===== src/rtl/im_arb_pkg.sv =====
// im_arb shared types: slot bundle, owner/state encodings, defaults.
package im_arb_pkg;

    localparam int AW_DEF         = 7;
    localparam int STARVE_MAX_DEF = 4;

    typedef enum logic [1:0] {
        IDLE,
        FETCH,
        HOST
    } state_e;

    typedef enum logic {
        OWN_F,
        OWN_H
    } owner_e;

    typedef struct packed {
        logic [31:0] addr;
        logic        we;
        logic [31:0] wdata;
        owner_e      owner;
        logic        oor;
    } slot_t;

    function automatic logic out_of_range(
        input logic [31:0] a,
        input int          aw
    );
        return (a >> (aw + 2)) != 32'd0;
    endfunction

endpackage


===== src/rtl/im_arb_starve_ctr.sv =====
// Saturating count of fetch grants taken while the host waits.
module im_arb_starve_ctr #(
    parameter int MAX = 4
) (
    input  logic clk,
    input  logic rst_n,
    input  logic inc,
    input  logic clr,
    output logic at_max
);

    localparam int CW = (MAX > 0) ? $clog2(MAX + 1) : 1;
    localparam logic [CW-1:0] MAXV = CW'(MAX);

    logic [CW-1:0] cnt;

    always_ff @(posedge clk or negedge rst_n) begin
        if (!rst_n) begin
            cnt <= '0;
        end else if (clr) begin
            cnt <= '0;
        end else if (inc && (cnt != MAXV)) begin
            cnt <= cnt + CW'(1);
        end
    end

    assign at_max = (cnt == MAXV);

endmodule


===== src/rtl/im_arb.sv =====
// Fetch/host arbiter for the instruction memory: one registered
// access slot per cycle, registered response two cycles after grant.
module im_arb
    import im_arb_pkg::*;
#(
    parameter int AW         = AW_DEF,
    parameter int STARVE_MAX = STARVE_MAX_DEF
) (
    input  logic        clk,
    input  logic        rst_n,
    input  logic        f_req,
    input  logic [31:0] f_addr,
    output logic        f_gnt,
    output logic [31:0] f_rdata,
    output logic        f_valid,
    output logic        f_err,
    input  logic        h_req,
    input  logic        h_we,
    input  logic [31:0] h_addr,
    input  logic [31:0] h_wdata,
    output logic        h_gnt,
    output logic [31:0] h_rdata,
    output logic        h_valid,
    output logic        h_err,
    output logic [31:0] m_addr,
    output logic        m_we,
    output logic [31:0] m_wdata,
    input  logic [31:0] m_rdata
);

    state_e      state;
    state_e      state_nx;
    slot_t       slot;
    slot_t       nslot;
    logic        fg;
    logic        hg;
    logic        at_max;
    logic        busy;
    logic        f_own;
    logic        h_own;
    logic [31:0] rd;

    im_arb_starve_ctr #(
        .MAX(STARVE_MAX)
    ) u_starve (
        .clk   (clk),
        .rst_n (rst_n),
        .inc   (fg && h_req),
        .clr   (hg || !h_req),
        .at_max(at_max)
    );

    always_comb begin
        fg       = 1'b0;
        hg       = 1'b0;
        state_nx = IDLE;
        nslot    = slot;
        if (h_req && (!f_req || at_max)) begin
            hg       = 1'b1;
            state_nx = HOST;
            nslot    = '{addr:  h_addr,
                         we:    h_we,
                         wdata: h_wdata,
                         owner: OWN_H,
                         oor:   out_of_range(h_addr, AW)};
        end else if (f_req) begin
            fg       = 1'b1;
            state_nx = FETCH;
            nslot    = '{addr:  f_addr,
                         we:    1'b0,
                         wdata: slot.wdata,
                         owner: OWN_F,
                         oor:   out_of_range(f_addr, AW)};
        end
    end

    // Grants are masked only at the ports; internal flops are held by reset.
    assign f_gnt = fg && rst_n;
    assign h_gnt = hg && rst_n;

    always_ff @(posedge clk or negedge rst_n) begin
        if (!rst_n) begin
            state <= IDLE;
        end else begin
            state <= state_nx;
        end
    end

    always_ff @(posedge clk or negedge rst_n) begin
        if (!rst_n) begin
            slot <= '0;
        end else begin
            slot <= nslot;
        end
    end

    assign busy    = (state != IDLE);
    assign f_own   = busy && (slot.owner == OWN_F);
    assign h_own   = busy && (slot.owner == OWN_H);
    assign m_addr  = slot.addr;
    assign m_wdata = slot.wdata;
    assign m_we    = h_own && slot.we && !slot.oor;
    assign rd      = slot.oor ? 32'd0 : m_rdata;

    always_ff @(posedge clk or negedge rst_n) begin
        if (!rst_n) begin
            f_valid <= 1'b0;
            f_rdata <= '0;
            f_err   <= 1'b0;
            h_valid <= 1'b0;
            h_rdata <= '0;
            h_err   <= 1'b0;
        end else begin
            f_valid <= f_own;
            h_valid <= h_own;
            if (f_own) begin
                f_rdata <= rd;
                f_err   <= slot.oor;
            end
            if (h_own) begin
                h_rdata <= rd;
                h_err   <= slot.oor;
            end
        end
    end

endmodule


===== config.mk =====
export PLATFORM = sky130hd
export DESIGN_NAME = im_arb
export DESIGN_NICKNAME = d
export VERILOG_FILES = /design/src/rtl/im_arb_pkg.sv /design/src/rtl/im_arb_starve_ctr.sv /design/src/rtl/im_arb.sv
export SDC_FILE = /design/constraint.sdc
export NUM_CORES = 1
export LEC_CHECK = 0
export CAP_MARGIN = 20
export CORE_ASPECT_RATIO = 0.8
export CORE_MARGIN = 2
export CORE_UTILIZATION = 43
export CTS_BUF_LIST = sky130_fd_sc_hd__clkbuf_4
export DETAILED_ROUTE_END_ITERATION = 10
export GPL_ROUTABILITY_DRIVEN = 0
export PLACE_DENSITY = 0.92
export RECOVER_POWER = 50
export SLEW_MARGIN = 20
export SYNTH_ARGS = -nofsm -noshare
export SYNTH_HDL_FRONTEND = slang
export SYNTH_SLANG_ARGS = --single-unit

===== constraint.sdc =====
create_clock -name clk -period 2.15 [get_ports clk]
set_input_delay 0.43 -clock clk [delete_from_list [all_inputs] [get_ports clk]]
set_output_delay 0.43 -clock clk [all_outputs]
set_load 0.005 [all_outputs]

==> summary.txt, run 1 <==
Status
  • Status: finished, final reports clean

Timing
  • RSZ-0062 raised after global routing: yes
  • Slew headroom: 47.43%
  • Final hold vios: 0
  • Fin. max-slew vios: 0
  • Fmax: 475.5 MHz
  • Final Skew: 21.00 ps
  • PnR worst setup slack: 47.17 ps
  • Worst Hold Slack: 17.65 ps
  • Time the worst path needs with I/O delays and setup: 2103 ps
  • Measured slew at the worst slew-check pin: 788.5 ps
  • Final setup fails: 0
  • Fin crit share: 97.81%

Synth
  • Post-synthesis instance total: 571
  • Synthesized net count: 706
  • Synthesized area per cell: 10.60 um^2
  • Predominant post-synthesis flop cell: dfrtp_1
  • Async S/R FF share, synth: 100.0%
  • Register area share after synthesis: 57.86%
  • Register bit total from synthesis: 140
  • Synthesized area: 0.006055 mm^2
  • EDFF count, synth: 0
  • Warnings, synthesis: 0
  • Post-synth cell types: 30

Worst setup path
  • CP Max Fanout: 3
  • Setup crit end kind: output pin
  • Crit Path Category: flip-flop to output pin
  • Crit path DAT: 1670 ps
  • CP most frequent cell: and2_4
  • CP max stage delay: 370 ps
  • CP Launch Type: flip-flop
  • Slowest CP cell: dfrtp_1
  • CP required: 1720 ps
  • Cell Chain, Critical Path: inv_1, ha_2, and2_4, o21a_4, and2_4, buf_6

Finish
  • Area grow syn2layout: 46.60%
  • Most common cell after layout, fill and taps aside: clkdlybuf4s50_1
  • # diodes: 0
  • Fillcell total: 1005
  • Most frequent cells in the layout: clkdlybuf4s50_1 (263), dfrtp_1 (139), nand2_1 (134)
  • Nets: 923
  • Layout cells sized above 1: 12.98%

Flow run
  • Max-cap violations: 0

Clocking
  • Clk Tree Root Cell: clkbuf_4
  • Worst skew pair latency: 490 ps
  • CTS tree: built
  • Worst-path clk slew: 130 ps
  • Clock sinks: 140
  • Clock Tree Buf Depth: 2
  • H-tree Lvls: 4
  • CTS Buf Count: 17

Detailed routing
  • Via count: 4859
  • Initial DRT Pass Iterations: 4
  • Starting DRT DRC Count: 172
  • DRC: 0
  • Total Wirelength: 16.34 mm
  • Vias per cell: 4.953
  • Remaining antenna violation count: 0
  • Routed length per instance: 16.66 um

Global routing
  • Vias in the first global route: 5004
  • Initial antenna violation count: 0
  • Gr ovfl total: 0
  • First-pass GRT wire length: 24.78 mm
  • Largest net degree at the start of global routing: 141
  • Total GRT Usage: 21.52%

Placement
  • Dpl hpwl: 11.93 mm
  • I/O Buffers: 267
  • Pre-CTS setup slack: -49.15 ps

Power
  • Pwr Density: 691.7 mW/mm^2
  • Static Leakage: 3.808 nW
  • Peak supply drop: 0.0005419 V

Floorplan
  • Die Ht: 110.1 um
  • Std cell rows: 38
  • Die W: 136.7 um
  • CORE AREA: 0.01365 mm^2
  • Ports: 268
  • Die area: 0.01505 mm^2
  • Initial Util: 44.37%

Min path
  • Hold crit path type: primary input to async pin
==> cells in the mapped netlist, types with 5 or more instances <==
cell | instances | area share (%)
inv_1 | 5 | 0.31
nand2_1 | 134 | 8.3
nand2b_1 | 32 | 3.3
buf_2 | 7 | 0.58
mux2_2 | 33 | 6.1
nor3_1 | 5 | 0.41
buf_4 | 65 | 8.1
dfrtp_1 | 140 | 58
o21ai_0 | 65 | 5.4
clkbuf_1 | 18 | 1.1
a22oi_1 | 31 | 3.8
nor4_1 | 10 | 1.0
==> critical path, delay by kind of cell (launching register included) <==
| kind | cells | cell delay (ps) |
|---|---|---|
| simple gates | 2 | 280 |
| fa+ha+maj | 1 | 170 |
| flops | 1 | 370 |
| buf+inv | 2 | 160 |
| compound gates | 1 | 210 |
==> report_power, final <==
part           internal [mW]  total (mW)  switching, mW
Sequential              2.90        3.05          0.152
Combinational          0.862        1.37          0.504
Clock                  0.727        1.72          0.994
==> final timing paths <==
check | from | end | slack (ps) | cells past startpoint
worst min register to register | f_rdata[15] | f_rdata[15] | 490 | 2
worst max-delay path | u_starve.cnt[1] | h_gnt | 50 | 6
worst min-delay path | rst_n | f_rdata[26] | 20 | 2
worst max register to register | u_starve.cnt[1] | m_addr[22] | 240 | 11
max in group asynchronous | rst_n | m_addr[28] | 1480 | 2
min in group clk | f_addr[1] | m_addr[1] | 460 | 3
==> through the flow <==
step / TNS [ps] / utilization, % / instance area, um^2 / power [mW] / instances
4_1_cts: -8.221 / 64.83 / 8846 / 6.223 / 979
3_5_place_dp: -49.15 / 62.12 / 8477 / 4.460 / 936
3_3_place_gp: -41.77 / 62.12 / 8477 / 4.410 / 936
5_1_grt: -154.3 / 65.05 / 8876 / 6.457 / 981
6_report: 0 / 65.05 / 8876 / 6.139 / 981
2_1_floorplan: 0 / - / 6055 / 3.664 / 571
==> cell families after synthesis <==
| group | count (synthesis) | share of synthesized area, % |
|---|---|---|
| and+or+nand+nor | 191 | 14.18 |
| DFF | 140 | 57.86 |
| AOI/OAI and AO/OA | 104 | 10.29 |
| buffers and inverters | 101 | 11.12 |
| muxes | 33 | 6.138 |
| adders and majority gates | 2 | 0.4132 |
==> sequential cells by signal, indices dropped and copies added (netlist names) <==
register      count
f_valid           1
h_valid           1
m_wdata          32
h_rdata          32
m_addr           32
u_starve.cnt      3
h_err             1
f_rdata          32
state             2
f_err             1
slot              3
==> routing by layer <==
layer | vias to the layer above | wire length (um) | track usage, % | part of all wire (%)
li1 | 2293 | - | - | -
met3 | 14 | 1432 | 7.453 | 8.8
met1 | 2360 | 6310 | 24.58 | 39
met2 | 192 | 8382 | 38.21 | 51
met4 | 0 | 213 | 6.622 | 1.3
met5 | - | 0 | 0 | 0
==> final cells by class <==
class / count / area (um^2) / share of cell area (%)
clock buffer: 18 / 135.1 / 1.522
clock inverter: 14 / 158.9 / 1.790
timing repair buffer: 293 / 2914 / 32.83
tap: 180 / 225.2 / 2.537
inverter: 6 / 22.52 / 0.2537
sequential: 140 / 3505 / 39.48
multi-input combinational: 330 / 1916 / 21.58
==> timing repair <==
action / in CTS / in global routing
buffers inserted: 11 / 2
setup endpoints to repair: 3 / 2
pin swaps: 3 / 3
hold endpoints to repair: 0 / 0
gates resized for setup: 11 / 3
hold buffers: 0 / 0
(Power assumes the default switching activity.)
==> inputs of run 2 (changes only) <==
--- a/config.mk
+++ b/config.mk
@@ -12,6 +12,7 @@
 export CTS_BUF_LIST = sky130_fd_sc_hd__clkbuf_4
 export DETAILED_ROUTE_END_ITERATION = 10
 export GPL_ROUTABILITY_DRIVEN = 0
+export GPL_TIMING_DRIVEN = 0
 export PLACE_DENSITY = 0.92
 export RECOVER_POWER = 50
 export SLEW_MARGIN = 20
==> constraint.sdc (replaced) <==
create_clock -name clk -period 2.2 [get_ports clk]
set_input_delay 0.44 -clock clk [delete_from_list [all_inputs] [get_ports clk]]
set_output_delay 0.44 -clock clk [all_outputs]
set_load 0.005 [all_outputs]
==> run 2 against run 1 <==
Compared with the run above:
- the run now ends with negative hold slack, negative setup slack left
- worst hold slack got worse by 170 ps
- die area did not move
- clock power rose by 6%
==> summary.txt, run 2 (synthesized netlist as in run 1, its figures left out) <==
Timing
  • Final hold vios: 69 (+69)
  • Fmax: 446.2 MHz
  • RSZ-0062 raised after global routing: yes
  • Final Skew: 13.70 ps (-7.300 ps)
  • Time the worst path needs with I/O delays and setup: 2241 ps
  • Fin. max-slew vios: 0 (unchanged)
  • Slew headroom: 59.74% (+12 points)
  • Worst Hold Slack: -151.9 ps (-169.5 ps)
  • Measured slew at the worst slew-check pin: 601.7 ps (-186.8 ps)
  • PnR worst setup slack: -41.39 ps (-88.56 ps)
  • Fin crit share: 101.9%
  • Final setup fails: 1 (+1)
  • Setup_tns: -41.39 ps (-41.39 ps)

Power
  • Pwr Total: 6.392 mW (+4.1%)
  • Gate power share: 24.5% (+2.2 points)
  • Peak supply drop: 0.0004149 V (-23%)
  • Clock Power Share: 28.7% (+0.7 points)
  • Sw power: 1.735 mW (+5.1%)
  • Int Power: 4.658 mW (+3.8%)
  • Pwr Density: 679.3 mW/mm^2 (-1.8%)
  • Static Leakage: 4.139 nW (+8.7%)
  • Register share of total power: 46.9% (-2.8 points)
  • Net Sw Frac: 27.14% (+0.25 points)

Placement
  • Placed Cells: 1019 (+8.9%)
  • Dpl hpwl: 13.87 mm (+16%)
  • I/O Buffers: 267 (unchanged)
  • Pre-CTS setup slack: -456.0 ps (-406.8 ps)

Detailed routing
  • Initial DRT Pass Iterations: 5 (+1)
  • Vias per cell: 5.033 (+1.6%)
  • Via count: 5335 (+9.8%)
  • DRC: 0 (unchanged)
  • Routed length per instance: 17.46 um (+4.8%)
  • Total Wirelength: 18.50 mm (+13%)
  • Remaining antenna violation count: 0 (unchanged)
  • Starting DRT DRC Count: 223 (+30%)

Floorplan
  • Die W: 136.7 um (unchanged)
  • Ports: 268 (unchanged)
  • CORE AREA: 0.01365 mm^2 (unchanged)
  • Die Ht: 110.1 um (unchanged)
  • Die area: 0.01505 mm^2 (unchanged)
  • Std cell rows: 38 (unchanged)
  • Initial Util: 44.37% (unchanged)

Finish
  • Finished Core Util: 68.96% (+3.9 points)
  • Most frequent cells in the layout: clkdlybuf4s50_1 (263), dfrtp_1 (139), nand2_1 (134)
  • Nets: 1002 (+8.6%)
  • Non-filler cells, final: 1060 (+8.1%)
  • Area of the multi-input gates: 0.001904 mm^2 (-0.59%)
  • Fillcell total: 989 (-1.6%)
  • Layout cells sized above 1: 18.52% (+5.5 points)
  • # diodes: 0 (unchanged)
  • Register area: 0.003505 mm^2 (unchanged)
  • Most common cell after layout, fill and taps aside: clkdlybuf4s50_1
  • Area grow syn2layout: 55.42%

Global routing
  • Total GRT Usage: 24.41% (+2.9 points)
  • Gr ovfl total: 0 (unchanged)
  • Largest net degree at the start of global routing: 74 (-48%)
  • Initial antenna violation count: 0 (unchanged)
  • First-pass GRT wire length: 27.86 mm (+12%)
  • Vias in the first global route: 5311 (+6.1%)
  • M1 GR Usage: 27.64% (+3.1 points)
  • GR Util met2: 42.93% (+4.7 points)
  • Met3 usage: 8.185% (+0.73 points)
  • Most Crowded Layer GR: met2

Worst setup path
  • CP required: 1760 ps (+40 ps)
  • CP Max Fanout: 3 (unchanged)
  • Crit Path Category: flip-flop to output pin
  • CP Launch Type: flip-flop
  • Crit path DAT: 1800 ps (+130 ps)
  • CP Buf/Inv Count: 3 (+1)
  • Cell Chain, Critical Path: inv_1, ha_2, and2_4, buf_6, a21oi_4, and2_4, buf_6
  • Worst R2R Path Depth: 9 (-2)
  • Crit-path leading delay family: flip-flops
  • Crit. path cell count: 7 (+1)
  • CP max stage delay: 380 ps (about the same)
  • Slowest CP cell: dfrtp_1
  • Setup crit end kind: output pin

Clocking
  • Clk Tree Root Cell: clkbuf_4
  • CTS Buf Count: 17 (unchanged)
  • Clock Tree Buf Depth: 2 (unchanged)
  • Worst skew pair latency: 520 ps (+30 ps)
  • Worst-path clk slew: 130 ps (about the same)
  • H-tree Lvls: 4 (unchanged)
  • CTS tree: built
  • Clock sinks: 140 (unchanged)

Min path
  • Hold crit path type: primary input to async pin

Status
  • Failing checks: negative hold slack, negative setup slack
  • Status: finished with violations

Flow run
  • Max-cap violations: 0 (unchanged)
run 2: cell types whose count changed in the layout (fill, tap and decap cells not counted), sizes merged:
cell,delta
clkbuf,+16
clkinv,+2
buf,+62
bufinv,+1
clkinvlp,-2
run 2: through the flow:
step                cell area [um^2]  hold slack (ps)
global placement                8952            457.3
floorplan                       6055            144.4
global route                    9410           -167.9
CTS                             9365           -170.9
finish                          9410           -151.9
detailed placement              8985            426.6
run 2: timing repair:
action,in CTS,in global routing
hold endpoints to repair,69,69
gates resized for setup,20,4
pin swaps,3,3
buffers inserted,7,6
setup endpoints to repair,3,3
run 2: worst paths after layout:
check                                start           to  slack, ps
max                        u_starve.cnt[0]        f_gnt        -40
min                                  rst_n   f_rdata[1]       -150
max reg2reg                u_starve.cnt[0]   m_addr[23]        270
min reg2reg                    f_rdata[26]  f_rdata[26]        500
max in group asynchronous            rst_n  m_wdata[14]       1590
min in group clk                 f_addr[7]    m_addr[7]        430
run 2: final cells by class:
cell class / instances / area share [%]
flip-flops and latches: 140 / 37.24
repair buffers: 281 / 29.84
multi-input cells: 330 / 20.24
plain buffers: 91 / 6.715
well taps: 180 / 2.393
clock inverters: 15 / 1.981
clock buffers: 17 / 1.356
inverters: 6 / 0.2393
run 2: worst reg2reg max path, cell delays in order, from the launching register on:
cell,delay [ps]
dfrtp_1,380
inv_1,50
ha_2,180
and2_4,140
buf_6,120
a21oi_4,170
buf_4,170
clkbuf_1,440
nand2_1,130
nand2_1,80
run 2: power groups by stage:
stage / combinational [mW] / sequential [mW] / clock [mW]
floorplan: 0.573 / 3.01 / 0
global placement: 1.50 / 3.03 / 0
global route: 1.69 / 3.03 / 1.99
detailed placement: 1.55 / 3.04 / 0
CTS: 1.56 / 2.99 / 1.88
finish: 1.56 / 2.99 / 1.83
run 2: layer usage:
layer / part of all wire (%) / vias up
met3: 10 / 40
li1: - / 2449
met5: 0 / -
met4: 2.7 / 0
met2: 50 / 274
met1: 37 / 2572
